[config.mk]
export PLATFORM = sky130hd
export DESIGN_NAME = tl45_scoreboard
export DESIGN_NICKNAME = d
export VERILOG_FILES = /design/src/rtl/tl45_pkg.sv /design/src/rtl/tl45_sb_pend_ctr.sv /design/src/rtl/tl45_scoreboard.sv
export SDC_FILE = /design/constraint.sdc
export NUM_CORES = 1
export LEC_CHECK = 0
export ABC_AREA = 1
export ABC_CLOCK_PERIOD_IN_PS = 4210
export BUFFER_PORTS_ARGS = -buffer_cell sky130_fd_sc_hd__buf_2
export CAP_MARGIN = 20
export CORE_MARGIN = 2
export CORE_UTILIZATION = 45
export CTS_CLUSTER_SIZE = 40
export DETAILED_ROUTE_END_ITERATION = 8
export GPL_TIMING_DRIVEN = 1
export MAX_ROUTING_LAYER = met4
export PLACE_DENSITY_LB_ADDON = 0.25
export SYNTH_ARGS = -nofsm -noshare
export SYNTH_HDL_FRONTEND = slang
export SYNTH_HIERARCHICAL = 1
export SYNTH_SLANG_ARGS = --single-unit
[constraint.sdc]
create_clock -name i_clk -period 4.21 [get_ports i_clk]
set_clock_uncertainty 0.1 [all_clocks]
set_input_delay 0.842 -clock i_clk [delete_from_list [all_inputs] [get_ports i_clk]]
set_output_delay 0.842 -clock i_clk [all_outputs]
set_load 0.02 [all_outputs]
[src/rtl/tl45_pkg.sv]
// Shared tl45 decode constants and scoreboard state type.
// The TL45_SB_FORWARD_EN build option is consumed by tl45_scoreboard.
package tl45_pkg;

    localparam logic [4:0] OP_NOP  = 5'h00;
    localparam logic [4:0] OP_LW   = 5'h14;
    localparam logic [4:0] OP_SW   = 5'h15;
    localparam logic [4:0] OP_CALL = 5'h0D;
    localparam logic [4:0] OP_RET  = 5'h0E;
    localparam logic [3:0] REG_SP  = 4'hF;

    typedef enum logic {SB_RUN, SB_DRAIN} sb_state_t;

endpackage

[src/rtl/tl45_sb_pend_ctr.sv]
// Per-register pending-write counter. A simultaneous increment and decrement
// cancel. A decrement at zero holds the count at zero and flags underflow.
module tl45_sb_pend_ctr #(
    parameter int unsigned CNT_W = 2
) (
    input  logic i_clk,
    input  logic i_reset,
    input  logic i_inc,
    input  logic i_dec,
    output logic o_nonzero,
    output logic o_underflow
);

    logic [CNT_W-1:0] cnt_q, cnt_d;

    always_comb begin
        cnt_d       = cnt_q;
        o_underflow = 1'b0;
        if (i_inc && !i_dec) begin
            cnt_d = cnt_q + CNT_W'(1);
        end else if (i_dec && !i_inc) begin
            if (cnt_q == '0) begin
                o_underflow = 1'b1;
            end else begin
                cnt_d = cnt_q - CNT_W'(1);
            end
        end
    end

    always_ff @(posedge i_clk) begin
        if (i_reset) begin
            cnt_q <= '0;
        end else begin
            cnt_q <= cnt_d;
        end
    end

    assign o_nonzero = (cnt_q != '0);

endmodule

[src/rtl/tl45_scoreboard.sv]
// tl45 issue scoreboard: stalls decode on register hazards, a full pipe or flush drain.
// When TL45_SB_FORWARD_EN is defined, only loads in flight block their readers.
module tl45_scoreboard
    import tl45_pkg::*;
#(
    parameter int unsigned MAX_INFLIGHT = 3,
    parameter int unsigned CNT_W        = 2,
    parameter int unsigned PERF_W       = 32
) (
    input  logic              i_clk,
    input  logic              i_reset,
    input  logic              i_dec_valid,
    input  logic [4:0]        i_dec_opcode,
    input  logic [3:0]        i_dec_dr,
    input  logic [3:0]        i_dec_sr1,
    input  logic [3:0]        i_dec_sr2,
    input  logic              i_ex_stall,
    input  logic              i_flush,
    input  logic              i_wb_valid,
    input  logic [3:0]        i_wb_dr,
    output logic              o_pipe_stall,
    output logic              o_issue,
    output logic [CNT_W-1:0]  o_inflight,
    output logic [PERF_W-1:0] o_stall_count,
    output logic              o_sb_err
);

    sb_state_t         state_q, state_d;
    logic [CNT_W-1:0]  inflight_q, inflight_d;
    logic [PERF_W-1:0] stall_q, stall_d;
    logic              err_q, err_d;
    logic              infl_uf;
    logic              hazard, full;

    logic [15:1] pend_inc, pend_dec, pend_nz, pend_uf;
    logic [15:0] pend;

    assign pend = {pend_nz, 1'b0};

    for (genvar r = 1; r < 16; r++) begin : g_pend
        assign pend_inc[r] = o_issue && (i_dec_dr == 4'(r));
        assign pend_dec[r] = i_wb_valid && (i_wb_dr == 4'(r));

        tl45_sb_pend_ctr #(
            .CNT_W (CNT_W)
        ) u_ctr (
            .i_clk       (i_clk),
            .i_reset     (i_reset),
            .i_inc       (pend_inc[r]),
            .i_dec       (pend_dec[r]),
            .o_nonzero   (pend_nz[r]),
            .o_underflow (pend_uf[r])
        );
    end

`ifdef TL45_SB_FORWARD_EN
    logic [15:1] load_pend_q, load_pend_d;
    logic [15:0] load_blk;

    // A stale load bit is masked by the zero count and dropped on the next edge.
    assign load_blk = {load_pend_q & pend_nz, 1'b0};
    assign hazard   = load_blk[i_dec_sr1] | load_blk[i_dec_sr2];

    always_comb begin
        load_pend_d = load_pend_q & pend_nz;
        for (int unsigned r = 1; r < 16; r++) begin
            if (o_issue && (i_dec_opcode == OP_LW) && (i_dec_dr == 4'(r))) begin
                load_pend_d[r] = 1'b1;
            end
        end
    end

    always_ff @(posedge i_clk) begin
        if (i_reset) begin
            load_pend_q <= '0;
        end else begin
            load_pend_q <= load_pend_d;
        end
    end
`else
    logic unused_opcode;

    assign unused_opcode = ^i_dec_opcode;
    assign hazard = pend[i_dec_sr1] | pend[i_dec_sr2] | pend[i_dec_dr];
`endif

    assign full = (inflight_q == CNT_W'(MAX_INFLIGHT)) && !i_wb_valid;

    always_comb begin
        o_issue = 1'b0;
        if (state_q == SB_RUN) begin
            o_issue = i_dec_valid && !hazard && !full && !i_ex_stall && !i_flush;
        end
        o_pipe_stall = i_dec_valid && !o_issue;
    end

    always_comb begin
        inflight_d = inflight_q;
        infl_uf    = 1'b0;
        if (o_issue && !i_wb_valid) begin
            inflight_d = inflight_q + CNT_W'(1);
        end else if (i_wb_valid && !o_issue) begin
            if (inflight_q == '0) begin
                infl_uf = 1'b1;
            end else begin
                inflight_d = inflight_q - CNT_W'(1);
            end
        end

        state_d = state_q;
        case (state_q)
            SB_RUN:   if (i_flush) state_d = SB_DRAIN;
            SB_DRAIN: if (!i_flush && (inflight_q == '0)) state_d = SB_RUN;
            default:  state_d = SB_RUN;
        endcase

        stall_d = stall_q;
        if (o_pipe_stall && (stall_q != '1)) begin
            stall_d = stall_q + PERF_W'(1);
        end

        err_d = err_q | (|pend_uf) | infl_uf;
    end

    always_ff @(posedge i_clk) begin
        if (i_reset) begin
            state_q    <= SB_RUN;
            inflight_q <= '0;
            stall_q    <= '0;
            err_q      <= 1'b0;
        end else begin
            state_q    <= state_d;
            inflight_q <= inflight_d;
            stall_q    <= stall_d;
            err_q      <= err_d;
        end
    end

    assign o_inflight    = inflight_q;
    assign o_stall_count = stall_q;
    assign o_sb_err      = err_q;

endmodule

==> impl_metrics.env, run 1 <==
export IMPL_outcome="finished clean"
export IMPL_cts_htree_levels=3
export IMPL_finalHoldWorstSlack_ns=0.396
export IMPL_synth_async_sr_flop_share_pct=0
export IMPL_reg2reg_from="g_pend[13].u_ctr/cnt_q[0]$_SDFFE_PP0P_"
export IMPL_finalWorstPathRequiredPeriod_ns=3.48
export IMPL_synth_fa_ha_area_share_pct=7.34
export IMPL_num_vias=5804
export IMPL_cts_hold_fix_buffers=0
export IMPL_yosys_most_used_dff="sky130_fd_sc_hd__dfxtp_1"
export IMPL_wl_per_cell_um=11.4
export IMPL_syn_cell_area_um2=5630
export IMPL_totalPowerFinal_uw=1660
export IMPL_netlist_area_leader_share_pct=23.5
export IMPL_pin_count_of_the_biggest_net_entering_global_routing=59
export IMPL_arrival_ns=3.61
export IMPL_nNetsFinal=1086
export IMPL_peakVddDrop_v=0.000250
export IMPL_setup_viol=0
export IMPL_placedCellCount=1183
export IMPL_worst_endpoint_required_ns=4.34
export IMPL_detail_route_iter0_violations=408
export IMPL_finish_cell_count_without_fillers=1199
export IMPL_drive_gt1_share_pct=12.1
export IMPL_route_antenna_remaining_nets=0
export IMPL_synth_area_leader_cell="sky130_fd_sc_hd__dfxtp_1"
export IMPL_avgSynthCellArea_um2=5.77
export IMPL_synth_sequential_area_ratio_pct=23.5
export IMPL_cts_inserted_buffers=9
export IMPL_maxClockFrequency_mhz=287
export IMPL_clock_sinks=66
export IMPL_core_region_area_um2=12100
export IMPL_mappedNetlistNets=1036
export IMPL_yosysUniqueCellTypes=31
export IMPL_regToRegEndpoint="o_sb_err$_SDFF_PP0_"
export IMPL_finalInstanceArea_um2=6370
export IMPL_cts_repair_resize_count=0
export IMPL_hp_start="state_q$_SDFF_PP0_"
export IMPL_worst_setup_hold_path_clk_slew_ns=0.06
export IMPL_finalHoldViolations=0
export IMPL_p_leak_uw=0.00326
export IMPL_row_count=40
export IMPL_initial_utilization_pct=46.5
export IMPL_synth_top_family_by_area="simple AND/OR/NAND/NOR gates"
export IMPL_drt_wl_total_um=13600
export IMPL_synth_seq_cells=66
export IMPL_tightest_slew_ns=0.716
export IMPL_antenna_found_initial=0
export IMPL_worst_setup_path_start_kind="primary input"
export IMPL_post_synthesis_share_of_cell_area_spent_on_and_or_nand_and_nor_gates_pct=49.4
export IMPL_timing_worst_setup_path_type="primary input to flop"
export IMPL_synth_xor_area_share_pct=0.311
export IMPL_min_delay_worst_endpoint="state_q$_SDFF_PP0_"
export IMPL_worstSkewPairLatency_ns=0.34
export IMPL_detailedPlacementHpwl_um=10100
export IMPL_crit_path_max_fanout=12
export IMPL_die_h_um=116
export IMPL_gr_usage_all_layers_pct=22.4
export IMPL_grt_remaining_overflow=0
export IMPL_ff2ff_path_depth=20
export IMPL_cts_root_buffer="sky130_fd_sc_hd__clkbuf_16"
export IMPL_buffer_ports_inserted=58
export IMPL_drv_cap=0
export IMPL_postPlaceCellArea_um2=6020
export IMPL_first_global_vias=5262
export IMPL_timing_reg2reg_setup_slack_ns=1.06
export IMPL_first_pass_iteration_count_of_the_detailed_router=5
export IMPL_power_density_nw_per_um2=261
export IMPL_timing_max_slew_rel_slack_pct=52.2
export IMPL_areaGrowthSynthToFinish_pct=13.3
export IMPL_die_area_um2=13400
export IMPL_synth_edff_count=0
export IMPL_hold_path_depth=2
export IMPL_detail_route_vias_per_cell=4.84
export IMPL_tns_ns=0
export IMPL_hold_path_class="flop to flop"
export IMPL_rsz0062_at_grt="false"
export IMPL_area_fraction_in_compound_gates_after_synthesis_pct=3.14
export IMPL_first_pass_grt_wire_length_um=23500
export IMPL_ys_warnings_count=6
export IMPL_die_w_um=116
export IMPL_post_route_drc_count=0
export IMPL_synth_area_mux_share_pct=0
export IMPL_timing_final_crit_share_pct=82.6
export IMPL_antennaDiodeCount=0
export IMPL_endpoint_kind="flop"
export IMPL_clock_tree_buffer_depth=2
export IMPL_finalWeightedCongestion=0.940
export IMPL_io_pin_count=64
export IMPL_post_synth_main_area_contributors="sky130_fd_sc_hd__dfxtp_1 23%, sky130_fd_sc_hd__nand2_1 18%, sky130_fd_sc_hd__inv_1 14%"
export IMPL_cts_tree="done"
export IMPL_syn_inst_count=976
export IMPL_drv_slew=0
export IMPL_number_of_buffers_added_for_setup_after_cts=0
-- report_power, final --
part | switching [uW] | total [uW] | internal [uW]
Clock | 283 | 894 | 611
Combinational | 93.3 | 134 | 41.1
Sequential | 5.42 | 635 | 629
Total | 382 | 1660 | 1280
-- worst max-delay path by stage --
stage                      startpoint             endpoint  slack, ns  depth (start not counted)
after floorplan           i_dec_dr[1]  o_sb_err$_SDFF_PP0_       0.98                         21
after global placement    i_dec_dr[0]  o_sb_err$_SDFF_PP0_       0.48                         20
after detailed placement  i_dec_dr[0]  o_sb_err$_SDFF_PP0_       0.49                         20
after CTS                 i_dec_dr[0]  o_sb_err$_SDFF_PP0_       0.82                         20
after global routing      i_dec_dr[0]  o_sb_err$_SDFF_PP0_       0.47                         20
final                     i_dec_dr[0]  o_sb_err$_SDFF_PP0_       0.73                         20
-- area by class of cell --
cell class                      count  area (um2)
Sequential cell                    66        1320
Timing Repair Buffer               61         313
Fill cell                        1282        5740
Tap cell                          168         210
Multi-Input combinational cell    677        3380
Inverter                          211         792
Clock inverter                      4        97.6
Clock buffer                       12         256
-- sequential cells by signal (all words and copies together), names as in the netlist --
name and flops:
g_pend.u_ctr/cnt_q 30, o_inflight 2, o_sb_err 1, o_stall_count 32
state_q 1
-- synthesized netlist by cell type (5+ instances only) --
master and n:
sky130_fd_sc_hd__nand4_1 33, sky130_fd_sc_hd__nand3_2 5, sky130_fd_sc_hd__nor3_1 14, sky130_fd_sc_hd__buf_2 7, sky130_fd_sc_hd__nor2_2 5, sky130_fd_sc_hd__ha_1 33
sky130_fd_sc_hd__inv_2 5, sky130_fd_sc_hd__nand2_1 271, sky130_fd_sc_hd__dfxtp_1 66, sky130_fd_sc_hd__nand3_1 95, sky130_fd_sc_hd__inv_1 206, sky130_fd_sc_hd__nor2_1 143
sky130_fd_sc_hd__a21oi_1 22, sky130_fd_sc_hd__nand2_2 16, sky130_fd_sc_hd__buf_1 5, sky130_fd_sc_hd__nand3b_1 6, sky130_fd_sc_hd__nor3b_2 15
-- critical path: stages --
cell	delay, ns
sky130_fd_sc_hd__buf_2	0.23
sky130_fd_sc_hd__inv_2	0.13
sky130_fd_sc_hd__nand3_1	0.08
sky130_fd_sc_hd__nand2_1	0.05
sky130_fd_sc_hd__nor2_1	0.09
sky130_fd_sc_hd__nor2_1	0.05
sky130_fd_sc_hd__nor2_1	0.10
sky130_fd_sc_hd__nand2_1	0.06
sky130_fd_sc_hd__nor2_2	0.09
sky130_fd_sc_hd__nand2_2	0.07
sky130_fd_sc_hd__inv_2	0.16
sky130_fd_sc_hd__nand3_2	0.17
sky130_fd_sc_hd__nor2_1	0.18
sky130_fd_sc_hd__inv_1	0.06
sky130_fd_sc_hd__ha_1	0.18
sky130_fd_sc_hd__nor3b_2	0.16
sky130_fd_sc_hd__nor4_1	0.49
sky130_fd_sc_hd__nand4_1	0.18
sky130_fd_sc_hd__o21ai_0	0.18
sky130_fd_sc_hd__inv_1	0.06
-- metrics by stage --
stage                     util, %  setup WS [ns]
after global routing         52.6          0.474
after global placement       49.7          0.484
final                        52.6          0.731
after CTS                    52.6          0.816
after detailed placement     49.7          0.491
after floorplan                 -          0.984
-- cells in the final DEF, fill, tap and decap left out, types with 2 or more instances in the layout --
cell                        count
sky130_fd_sc_hd__nand3_1       95
sky130_fd_sc_hd__nor3_1        14
sky130_fd_sc_hd__inv_2          5
sky130_fd_sc_hd__buf_2         58
sky130_fd_sc_hd__clkbuf_16      9
sky130_fd_sc_hd__bufinv_16      3
sky130_fd_sc_hd__o211ai_1       3
sky130_fd_sc_hd__dfxtp_1       66
sky130_fd_sc_hd__nand4_1       33
sky130_fd_sc_hd__nor4_1         4
sky130_fd_sc_hd__nand3_2        5
sky130_fd_sc_hd__nor2_2         5
sky130_fd_sc_hd__a21oi_1       22
sky130_fd_sc_hd__nand3b_1       6
sky130_fd_sc_hd__nand2_2       16
sky130_fd_sc_hd__o21ai_0        3
sky130_fd_sc_hd__a211oi_1       2
sky130_fd_sc_hd__buf_4          3
sky130_fd_sc_hd__nor2_1       143
sky130_fd_sc_hd__clkbuf_8       2
sky130_fd_sc_hd__inv_1        206
sky130_fd_sc_hd__nand2_1      271
sky130_fd_sc_hd__ha_1          33
sky130_fd_sc_hd__nor3b_2       15
-- layer usage --
layer  GRT usage, %  share of wire (%)
met5              -                  0
met4           4.92               0.92
met3           6.43                6.4
met2           36.2                 46
met1           27.8                 47
-- cells by family after synthesis --
logic type | count (synthesis)
and+or+nand+nor | 610
buffers and inverters | 233
DFF | 66
adders and majority gates | 33
AOI/OAI and AO/OA | 32
xor gates and xnor gates | 2
No activity file was read; power rests on OpenSTA's default activity.
==> inputs of run 2 (changes only) <==
ABC_CLOCK_PERIOD_IN_PS = 2900   (was 4210)
clock period = 2.9 ns   (was 4.21 ns; I/O delays follow)
==> run 2 against run 1 <==
Effect of this change:
- combinational power grew 74%
- critical path depth grew 1
- design area grew 14%
- cell count grew 7.3%
- largest cell class unchanged
- non-clock buffer count grew 87
- routed wire length grew 8.7%
- register-to-register slack lost 0.91 ns
- hold slack lost 0.010 ns
==> impl_metrics.env, run 2 (synthesized netlist as in run 1, its figures left out) <==
export IMPL_outcome="finished clean"
export IMPL_power_share_switching_pct=26.1
export IMPL_detail_route_vias_per_cell=4.80
export IMPL_comb_power_share_pct=9.8
export IMPL_worst_setup_path_start_kind="primary input"
export IMPL_totalPowerFinal_uw=2370
export IMPL_p_leak_uw=0.00375
export IMPL_drive_gt1_share_pct=27.3
export IMPL_finalWorstPathRequiredPeriod_ns=2.76
export IMPL_power_density_nw_per_um2=325
export IMPL_first_pass_grt_wire_length_um=24000
export IMPL_peakVddDrop_v=0.000240
export IMPL_first_global_vias=5286
export IMPL_io_pin_count=64
export IMPL_areaGrowthSynthToFinish_pct=29.6
export IMPL_initial_utilization_pct=46.5
export IMPL_critPathBufInv=6
export IMPL_p_switching_uw=618
export IMPL_endpoint_kind="flop"
export IMPL_finalWeightedCongestion=0.932
export IMPL_drt_wl_total_um=14800
export IMPL_crit_path_max_fanout=6
export IMPL_most_common_library_cell_in_the_layout_ignoring_fill_and_taps="sky130_fd_sc_hd__nand2_1"
export IMPL_num_vias=6168
export IMPL_first_pass_iteration_count_of_the_detailed_router=5
export IMPL_antennaDiodeCount=0
export IMPL_clock_tree_buffer_depth=2
export IMPL_slowest_delay_ns=0.25
export IMPL_worst_path_stages=21
export IMPL_share_seq_of_total_power_pct=38.7
export IMPL_finalHoldWorstSlack_ns=0.386
export IMPL_flip_flop_count_of_the_largest_register_all_copies_and_words_added=32
export IMPL_cts_inserted_buffers=9
export IMPL_seq_area_um2=1360
export IMPL_ff2ff_path_depth=21
export IMPL_pin_count_of_the_biggest_net_entering_global_routing=59
export IMPL_gr_usage_all_layers_pct=22.9
export IMPL_worst_endpoint_required_ns=3.04
export IMPL_intPower_uw=1750
export IMPL_timing_critical_path_slowest_stage_cell="sky130_fd_sc_hd__nor4_2"
export IMPL_most_common_layout_cells="265 x sky130_fd_sc_hd__nand2_1, 168 x sky130_fd_sc_hd__inv_1, 131 x sky130_fd_sc_hd__nor2_1"
export IMPL_multi_input_area_um2=3610
export IMPL_critical_path_top_cell_by_count="sky130_fd_sc_hd__nand2_1"
export IMPL_cts_htree_levels=3
export IMPL_route_antenna_remaining_nets=0
export IMPL_nNetsFinal=1173
export IMPL_post_route_drc_count=0
export IMPL_antenna_found_initial=0
export IMPL_maxClockFrequency_mhz=362
export IMPL_row_count=40
export IMPL_detail_route_iter0_violations=348
export IMPL_timing_critical_path_cells="buf_2 -> inv_2 -> nor2_1 -> nand2_1 -> nor2_2 -> nand2_1 -> nor2_1 -> nand2_1 -> nor2_2 -> nand2_2 -> clkinv_4 -> nand3_4 -> nor2_4 -> inv_2 -> ha_4 -> nor3b_4 -> nor4_2 -> buf_4 -> nand4_1 -> o21ai_1 -> inv_1"
export IMPL_timing_max_slew_rel_slack_pct=43.9
export IMPL_die_w_um=116
export IMPL_grt_remaining_overflow=0
export IMPL_tightest_slew_ns=0.841
export IMPL_die_h_um=116
export IMPL_finalHoldViolations=0
export IMPL_hold_path_class="flop to flop"
export IMPL_detailedPlacementHpwl_um=10600
export IMPL_die_area_um2=13400
export IMPL_cts_root_buffer="sky130_fd_sc_hd__clkbuf_16"
export IMPL_timing_worst_setup_path_type="primary input to flop"
export IMPL_largest_delay_share_family_worst_path="simple AND/OR/NAND/NOR gates"
export IMPL_share_clk_of_total_power_pct=51.4
export IMPL_hold_path_depth=2
export IMPL_worstSkewPairLatency_ns=0.34
export IMPL_drv_cap=0
export IMPL_worst_setup_hold_path_clk_slew_ns=0.07
export IMPL_wl_per_cell_um=11.5
export IMPL_setup_viol=0
export IMPL_cts_tree="done"
export IMPL_fill_cells=1222
export IMPL_core_region_area_um2=12100
export IMPL_drv_slew=0
export IMPL_timing_final_crit_share_pct=95.2
export IMPL_clock_sinks=66
export IMPL_arrival_ns=2.90
export IMPL_buffer_ports_inserted=58
==> run 2: changes by cell type in the layout (fill, tap and decap cells not counted), sizes merged <==
cell | before | now
clkinv | 0 | 3
clkbuf | 12 | 9
buf | 61 | 148
bufinv | 3 | 2
clkinvlp | 1 | 2
==> run 2: stage by stage <==
step           TNS [ns]  util (%)  worst slack [ns]  std cells  cell area, um2
5_1_grt         -0.0461      60.2           -0.0461       1286            7290
3_5_place_dp     -0.321      53.3            -0.321       1240            6450
6_report              0      60.2             0.138       1286            7290
2_1_floorplan         0         -           0.00329        976            5630
4_1_cts               0      56.0            0.0189       1256            6780
3_3_place_gp     -0.297      53.3            -0.297       1240            6450
==> run 2: final timing paths <==
check                                                           start                   to  slack (ns)
worst max-delay path                                      i_dec_valid  o_sb_err$_SDFF_PP0_        0.14
worst max register to register  g_pend[9].u_ctr/cnt_q[0]$_SDFFE_PP0P_  o_sb_err$_SDFF_PP0_        0.15
worst min-delay path                               state_q$_SDFF_PP0_   state_q$_SDFF_PP0_        0.39
worst min register to register                     state_q$_SDFF_PP0_   state_q$_SDFF_PP0_        0.39
==> run 2: metal layers <==
layer	part of all wire (%)	track usage (%)	vias to the layer above
met4	2.2	8.25	0
met2	46	35.1	123
met3	3.9	3.35	21
met5	0	-	-
met1	48	30.8	2752
li1	-	-	3272
==> run 2: worst reg2reg max path: stages (launching register included) <==
cell                       delay, ns
sky130_fd_sc_hd__dfxtp_2        0.34
sky130_fd_sc_hd__inv_2          0.07
sky130_fd_sc_hd__nand2_4        0.07
sky130_fd_sc_hd__nand3_1        0.08
sky130_fd_sc_hd__nand2_1        0.05
sky130_fd_sc_hd__nor2_1         0.10
sky130_fd_sc_hd__nor2_1         0.05
sky130_fd_sc_hd__nor2_1         0.08
sky130_fd_sc_hd__nand2_1        0.07
sky130_fd_sc_hd__nor2_2         0.13
sky130_fd_sc_hd__nand2_2        0.10
sky130_fd_sc_hd__clkinv_4       0.11
sky130_fd_sc_hd__nand3_4        0.11
sky130_fd_sc_hd__nor2_4         0.16
sky130_fd_sc_hd__inv_2          0.06
sky130_fd_sc_hd__ha_4           0.15
sky130_fd_sc_hd__nor3b_4        0.14
sky130_fd_sc_hd__nor4_2         0.25
sky130_fd_sc_hd__buf_4          0.15
sky130_fd_sc_hd__nand4_1        0.08
sky130_fd_sc_hd__o21ai_1        0.14
sky130_fd_sc_hd__inv_1          0.05
==> run 2: layout make-up <==
class / instances / area share (%)
clock buffers: 9 / 3.09
clock inverters: 7 / 1.39
inverters: 211 / 11.0
multi-input cells: 677 / 49.5
flip-flops and latches: 66 / 18.7
well taps: 168 / 2.88
repair buffers: 148 / 13.5
==> run 2: power by group through the flow <==
stage	clock (uW)	combinational [uW]	sequential, uW
final	1220	233	918
after global routing	1270	261	919
after CTS	1240	218	921
after detailed placement	0	216	941
after global placement	0	214	941
after floorplan	0	129	946
==> run 2: what timing repair did <==
action                     in CTS  in global routing
setup endpoints to repair       1                  2
hold buffers                    0                  0
buffers inserted                0                 30
gates resized for setup         1                129
pin swaps                       0                 31
